==> src/rtl/rand_pkg.sv <==
// Shared definitions for the range-limited random number block:
// data width, FSM state encoding and the bit-smear mask helper.
package rand_pkg;

   localparam int unsigned RAND_W = 8;

   typedef enum logic [1:0] {
      IDLE   = 2'd0,
      SAMPLE = 2'd1,
      DONE   = 2'd2
   } state_e;

   // Sets every bit at and below the most significant set bit of x.
   function automatic logic [31:0] smear(input logic [31:0] x);
      logic [31:0] r;
      r = x;
      r = r | (r >> 1);
      r = r | (r >> 2);
      r = r | (r >> 4);
      r = r | (r >> 8);
      r = r | (r >> 16);
      return r;
   endfunction

endpackage

==> src/rtl/range_mask.sv <==
// range_mask: combinational power-of-two sampling mask covering bound-1.
module range_mask import rand_pkg::*; #(
   parameter int unsigned WIDTH = RAND_W
) (
   input  logic [WIDTH-1:0] bound_m1,
   output logic [WIDTH-1:0] mask
);

   always_comb begin
      mask = WIDTH'(smear(32'(bound_m1)));
   end

endmodule

==> src/rtl/rand_range.sv <==
// rand_range: rejection-sampled unbiased value in [0, bound) from a free-running LFSR byte,
// with bounded retries and a subtract fallback. RAND_RANGE_STATS_EN adds saturating counters.
module rand_range import rand_pkg::*; #(
   parameter int unsigned WIDTH     = RAND_W,
   parameter int unsigned MAX_TRIES = 4
) (
   input  logic             clk,
   input  logic             rst,
   input  logic [WIDTH-1:0] rand_in,
   input  logic             req,
   input  logic [WIDTH-1:0] bound,
   output logic             busy,
   output logic             valid,
   output logic [WIDTH-1:0] value,
   output logic             fallback
`ifdef RAND_RANGE_STATS_EN
   ,
   output logic [15:0]      reject_cnt,
   output logic [7:0]       fb_cnt
`endif
);

   localparam logic [3:0]       LAST_TRY = 4'(MAX_TRIES - 1);
   localparam logic [WIDTH-1:0] ONE      = WIDTH'(1);

   state_e           state_q, state_d;
   logic [WIDTH-1:0] bound_q, bound_d;
   logic [WIDTH-1:0] mask_q, mask_d;
   logic [WIDTH-1:0] value_q, value_d;
   logic [3:0]       try_q, try_d;
   logic             busy_q, busy_d;
   logic             valid_q, valid_d;
   logic             fb_q, fb_d;
   logic [WIDTH-1:0] bound_m1, mask_w, cand;
   logic             hit, last_try;

   assign bound_m1 = bound - ONE;

   range_mask #(.WIDTH(WIDTH)) u_range_mask (
      .bound_m1 (bound_m1),
      .mask     (mask_w)
   );

   assign cand     = rand_in & mask_q;
   assign hit      = (cand < bound_q);
   assign last_try = (try_q == LAST_TRY);

   always_comb begin
      state_d = state_q;
      bound_d = bound_q;
      mask_d  = mask_q;
      value_d = value_q;
      try_d   = try_q;
      fb_d    = fb_q;
      unique case (state_q)
         IDLE: begin
            if (req) begin
               if (bound > ONE) begin
                  bound_d = bound;
                  mask_d  = mask_w;
                  try_d   = '0;
                  state_d = SAMPLE;
               end else begin
                  value_d = '0;
                  fb_d    = 1'b0;
                  state_d = DONE;
               end
            end
         end
         SAMPLE: begin
            if (hit) begin
               value_d = cand;
               fb_d    = 1'b0;
               state_d = DONE;
            end else if (last_try) begin
               // mask_q < 2*bound_q, so a rejected candidate minus bound_q is in range
               value_d = cand - bound_q;
               fb_d    = 1'b1;
               state_d = DONE;
            end else begin
               try_d = try_q + 4'd1;
            end
         end
         DONE:    state_d = IDLE;
         default: state_d = IDLE;
      endcase
      valid_d = (state_d == DONE);
      busy_d  = (state_d != IDLE);
   end

   always_ff @(posedge clk or negedge rst) begin
      if (!rst) begin
         state_q <= IDLE;
         bound_q <= '0;
         mask_q  <= '0;
         value_q <= '0;
         try_q   <= '0;
         busy_q  <= 1'b0;
         valid_q <= 1'b0;
         fb_q    <= 1'b0;
      end else begin
         state_q <= state_d;
         bound_q <= bound_d;
         mask_q  <= mask_d;
         value_q <= value_d;
         try_q   <= try_d;
         busy_q  <= busy_d;
         valid_q <= valid_d;
         fb_q    <= fb_d;
      end
   end

   assign busy     = busy_q;
   assign valid    = valid_q;
   assign value    = value_q;
   assign fallback = fb_q;

`ifdef RAND_RANGE_STATS_EN
   logic [15:0] rej_q, rej_d;
   logic [7:0]  fbc_q, fbc_d;
   logic        in_sample;

   assign in_sample = (state_q == SAMPLE) && !hit;

   always_comb begin
      rej_d = rej_q;
      fbc_d = fbc_q;
      if (in_sample && !last_try && (rej_q != '1)) rej_d = rej_q + 16'd1;
      if (in_sample && last_try && (fbc_q != '1))  fbc_d = fbc_q + 8'd1;
   end

   always_ff @(posedge clk or negedge rst) begin
      if (!rst) begin
         rej_q <= '0;
         fbc_q <= '0;
      end else begin
         rej_q <= rej_d;
         fbc_q <= fbc_d;
      end
   end

   assign reject_cnt = rej_q;
   assign fb_cnt     = fbc_q;
`endif

endmodule

==> config.mk <==
export PLATFORM = sky130hd
export DESIGN_NAME = rand_range
export DESIGN_NICKNAME = d
export VERILOG_FILES = /design/src/rtl/rand_pkg.sv /design/src/rtl/range_mask.sv /design/src/rtl/rand_range.sv
export SDC_FILE = /design/constraint.sdc
export NUM_CORES = 1
export LEC_CHECK = 0
export BUFFER_PORTS_ARGS = -buffer_cell sky130_fd_sc_hd__buf_4
export CORE_ASPECT_RATIO = 1.1
export CORE_MARGIN = 2
export CORE_UTILIZATION = 30
export DETAILED_ROUTE_END_ITERATION = 8
export PLACE_DENSITY = 0.45
export SLEW_MARGIN = 40
export SYNTH_ARGS = -nofsm -noshare
export SYNTH_HDL_FRONTEND = slang
export SYNTH_HIERARCHICAL = 1
export SYNTH_SLANG_ARGS = --single-unit
==> constraint.sdc <==
create_clock -name clk -period 4.6 [get_ports clk]
set_input_delay 0.23 -clock clk [delete_from_list [all_inputs] [get_ports clk]]
set_output_delay 0.23 -clock clk [all_outputs]
set_load 0.005 [all_outputs]
## Yosys cells after proc, flatten, opt, wreduce, memory -nomap -nowiden

Index checks and enable logic that the tools add are counted.

- Bits in registers: 33
- Latch bits: 0
- Memory bits (writable): 0
- Bits in read-only memories: 0
- Input port bits: 19
- Output and inout port bits: 11
- Logic and storage cells: 54
- Memories kept: 0

- Add/sub/neg operators: 3
- Multiply operators: 0
- Divide/modulo/power cells: 0
- Magnitude comparators: 2
- Equality and inequality tests: 9
- Shift operators: 0
- Muxes and demuxes: 20
- Bitwise logic cells: 6
- Reductions and logical operators: 6

Operator list:

| operator | number |
|---|---|
| $mux W8 | 4 |
| $or A32 B28 Y32 | 1 |
| $or A32 B30 Y32 | 1 |
| $or A24 B24 Y24 | 1 |
| $mux W4 | 4 |
| $pmux W8 S2 | 1 |
| $ne A2 B2 Y1 const B | 5 |
| $and A8 B8 Y8 | 1 |
| $gt A8 B1 Y1 const B | 1 |
| $lt A8 B8 Y1 | 1 |
| $mux W2 | 4 |
| $or A8 B7 Y8 | 1 |
| $or A8 B8 Y8 | 1 |
| $pmux W4 S2 | 1 |
| $sub A8 B1 Y8 const B | 1 |
| $sub A8 B8 Y8 | 1 |
| $reduce_and A5 Y1 | 1 |
| $add A4 B1 Y4 const B | 1 |
| $eq A4 B2 Y1 const B | 1 |
| $mux W1 | 4 |
| $pmux W2 S2 | 1 |
| $reduce_and A4 Y1 | 1 |
| $reduce_bool A2 Y1 | 2 |
| $ne A3 B3 Y1 const B | 1 |
| other kinds (5) | 5 |

## Longest topological paths before layout

- Word-level depth: 6
- Mapped depth: 10
- Mapped depth without buffers: 9

## Cells and area by module

The synthesis kept the hierarchy.

By module, submodules not included:

| module | times used | cells an instance | area an instance (µm²) | seq. area each (µm²) |
|---|---|---|---|---|
| rand_range | 1 | 200 | 2028.2 | 825.8 |
| range_mask | 1 | 11 | 76.3 | 0.0 |

## Least setup slack after synthesis

Ideal clock, no wire load.

- Path kind: flip-flop to flip-flop
- From: reg mask_q[0]
- To: reg value_q[6] (netlist: value[6])
- Library setup time: 0.124 ns
- Data arrival time: 2.055 ns
- Setup slack: 2.421 ns
- Stages on the path, launching flop included: 11
- Buffers on the path: 1
- Period minus slack after synthesis: 2.179 ns
- Path through: dfrtp_1 nand2_1 ha_1 inv_1 fa_1 nand3_2 a211o_1 a21oi_4 or2_0 buf_6 a211o_1

- Longest elaborated chain between the ends: 5

Ends and longest elaborated chain:

| element | line | source |
|---|---|---|
| start, declared | rand_range.sv:28 | `logic [WIDTH-1:0] mask_q, mask_d;` |
| start signal, assigned | rand_range.sv:104 | `mask_q <= mask_d;` |
| $and A8 B8 Y8 * | rand_range.sv:44 | `assign cand = rand_in & mask_q;` |
| $sub A8 B8 Y8 | rand_range.sv:77 | `value_d = cand - bound_q;` |
| $mux W8 | rand_range.sv:75 | `end else if (last_try) begin` |
| $mux W8 | rand_range.sv:71 | `if (hit) begin` |
| $pmux W8 S2 | rand_range.sv:55 | `unique case (state_q)` |
| end signal, assigned | rand_range.sv:105 | `value_q <= value_d;` |
| end, declared | rand_range.sv:29 | `logic [WIDTH-1:0] value_q, value_d;` |

Every way passes the cells marked *; elsewhere a longest branch is shown, timed or not. The select of a mux whose other input is x is not followed.
A chain may end at the register's enable or synchronous reset.

## Worst setup path in the final report

Same ends and word-level chain as after synthesis.

==> reports/qor.txt <==
largest area contributor in the netlist -> dfrtp_1
vias per cell -> 4.99
max-cap viol count -> 0
Hold Violations, Final -> 0
Buf/Inv on CP -> 1
Peak Freq -> 400 MHz
Crit path largest cell delay -> 420 ps
Port Buf Inserts -> 29
CP Data Arrival Time -> 2670 ps
Post-Syn Nets -> 242
Yosys reg bits -> 33
Crit path depth -> 9
reg-to-reg endpoint -> value[6]
non-filler instance count after layout -> 329
Initial DRC Count -> 96
worst setup path end -> value[6]
FF-to-FF Start -> mask_q[0]
Post-Syn Area -> 2100 um^2
total gr overflow -> 0
first-pass GRT wire length -> 8530 um
multi-input logic area -> 1190 um^2
final antenna-violating net count -> 0
Primary FF master, synth -> dfrtp_1
Required @ worst endpoint -> 4760 ps
initial core utilization -> 30.6%
GRT Overall Usage -> 14.2%
met2 Track Usage GR -> 23.4%
root buffer selected by CTS -> clkbuf_8
Layout Area Growth over Synthesis -> 19.0%
LEAKAGE -> 1.10 nW
Max H-tree Level -> 2
grt peak-use layer -> met2
final slew viol count -> 0
top-area cell type share of the netlist area -> 39.2%
Final GP Congestion -> 0.806
Critical Path Start -> mask_q[0]
Worst path slowest cell -> fa_1
RSZ-0062 raised after global routing -> no
initial antenna violation count -> 0
Yosys cell types -> 58
Finished Core Util -> 36.4%
Tmin final -> 2500 ps
most numerous cell on the critical path -> a211o_1
Final period util -> 54.4%
die area -> 7700 um^2
Filler cells -> 718
clk buf depth -> 2
setup TNS -> 0 ps
relative slew slack -> 66.3%
endpoints failing setup -> 0
Setup Fix Bufs, Post-CTS -> 0
top-count cell post-synth -> dfrtp_1
Syn Area/Cell -> 9.97 um^2
Reg2Reg Depth -> 9
Die Height -> 91.8 um
CP max FO -> 9
power per cell area -> 588 nW/um^2
via count -> 1643
Hold WS -> 185 ps
CTS tree -> done
final WL -> 5040 um
cts bufs inserted -> 5
Worst VDD drop -> 0.000157 V
Sequential cell area -> 826 um^2
CTS resizes -> 0
CP cell instances -> nand2_1 -> ha_1 -> inv_1 -> fa_1 -> nand3_2 -> a211o_1 -> a21oi_4 -> or2_0 -> a211o_1
residual DRC count -> 0
ant diodes -> 0
worst-margin pin slew -> 493 ps
EDFF count, synth -> 0
status -> finished clean
Clk pin slew, worst setup/hold paths -> 70 ps
I/O pins -> 30
cell family with most CP delay -> compound AO/OA/AOI/OAI gates
hold crit path type -> input pin to flip-flop
wire per inst -> 15.3 um
CORE AREA -> 6890 um^2
row count -> 32
die width -> 83.9 um
nets -> 275
first-pass iteration count of the detailed router -> 4
flop2flop setup slack -> 2100 ps
routing usage on met1 -> 18.8%
top cells by count, synth -> dfrtp_1 (33), nand2_1 (19), inv_1 (16)
hpwl dp -> 3910 um
met3 usage -> 2.88%
Critical Path Source Type -> flip-flop
largest net degree at the start of global routing -> 34
clk sinks -> 33
Cells after Synth -> 211
yosys warns -> 6
vias in the first global route -> 1660
Max Clock Skew -> 5.51 ps
critical path class -> flip-flop to flip-flop
layout cells sized above 1 -> 25.4%
largest cells by area after synthesis -> dfrtp_1 (39%), ha_1 (6.5%), mux2_2 (5.9%)
CP endpoint kind -> flip-flop
Placed Cells -> 321
Clock Latency Late Sink -> 280 ps
Post-synth ARST share -> 100%
post-synthesis sequential area ratio -> 39.2%
post-cts hold buffer count -> 1
## tightest hold or removal path, cell delays in order
cell and delay [ps]:
buf_4 90, nand2_1 50, o21ai_0 60
## power by group
part	switching, W	internal [W]	total, W
sequential	0.0000489	0.000384	0.000433
combinational	0.000474	0.000342	0.000816
clock	0.000106	0.000118	0.000225
## flip-flops by register name, indices dropped and copies added (netlist names)
name,flops
bound_q,8
busy,1
fallback,1
mask_q,8
state_q,2
try_q,4
valid,1
value,8
## per-layer routing
| layer | wire, um | part of all wire, % |
|---|---|---|
| met1 | 2350 | 47 |
| met2 | 2410 | 48 |
| met3 | 223 | 4.4 |
| met4 | 61 | 1.2 |
| met5 | 0 | 0 |
## layout by cell type, fill, tap and decap left out, types with 2 or more instances in the layout
master,n
xnor2_1,3
nand2_1,19
dfrtp_1,33
o21ai_0,14
a21oi_1,6
o21a_1,3
nand2_2,2
o2bb2ai_1,2
inv_1,16
nand2b_1,2
clkbuf_8,6
mux2i_1,5
nor3_1,2
nand3_1,5
a211o_1,2
a21o_1,2
buf_4,30
o211ai_1,2
and2_1,7
or2_2,2
xor2_1,6
o31ai_1,5
o311ai_0,2
and3_1,2
ha_1,11
nor4_4,2
mux2_2,11
nor2b_1,5
nor2_1,8
## worst min path at each step
stage | startpoint | end | slack (ps) | cells after the start
floorplan | rst | bound_q[0] | -70 | 0
global placement | rst | mask_q[4] | 220 | 1
detailed placement | rst | mask_q[4] | 210 | 1
CTS | bound[1] | bound_q[1] | 170 | 3
global route | bound[1] | bound_q[1] | 190 | 3
finish | bound[1] | bound_q[1] | 180 | 3
## per-stage QoR
stage | instance area, um^2 | power [W] | worst slack, ps
floorplan | 2100 | 0.00103 | 2420
global placement | 2400 | 0.00126 | 2080
detailed placement | 2400 | 0.00126 | 2100
CTS | 2500 | 0.00150 | 2090
global route | 2500 | 0.00160 | 1950
finish | 2500 | 0.00147 | 2100
## layout make-up
cell class / count / area share [%]
multi-input combinational: 157 / 47.4
sequential: 33 / 33.0
timing repair buffer: 31 / 9.39
tap: 85 / 4.25
clock buffer: 6 / 3.30
inverter: 16 / 2.40
clock inverter: 1 / 0.300
## kinds of logic (layout without fill, tap and decap cells)
family	after synthesis	count (layout)	synth area share [%]
AOI/OAI and AO/OA	52	52	18.3
and+or+nand+nor	68	68	18.7
buffers and inverters	21	54	4.34
xor gates and xnor gates	9	9	3.75
muxes	16	16	8.26
DFF	33	33	39.2
adders and majority gates	12	12	7.49
(Power assumes the default switching activity.)
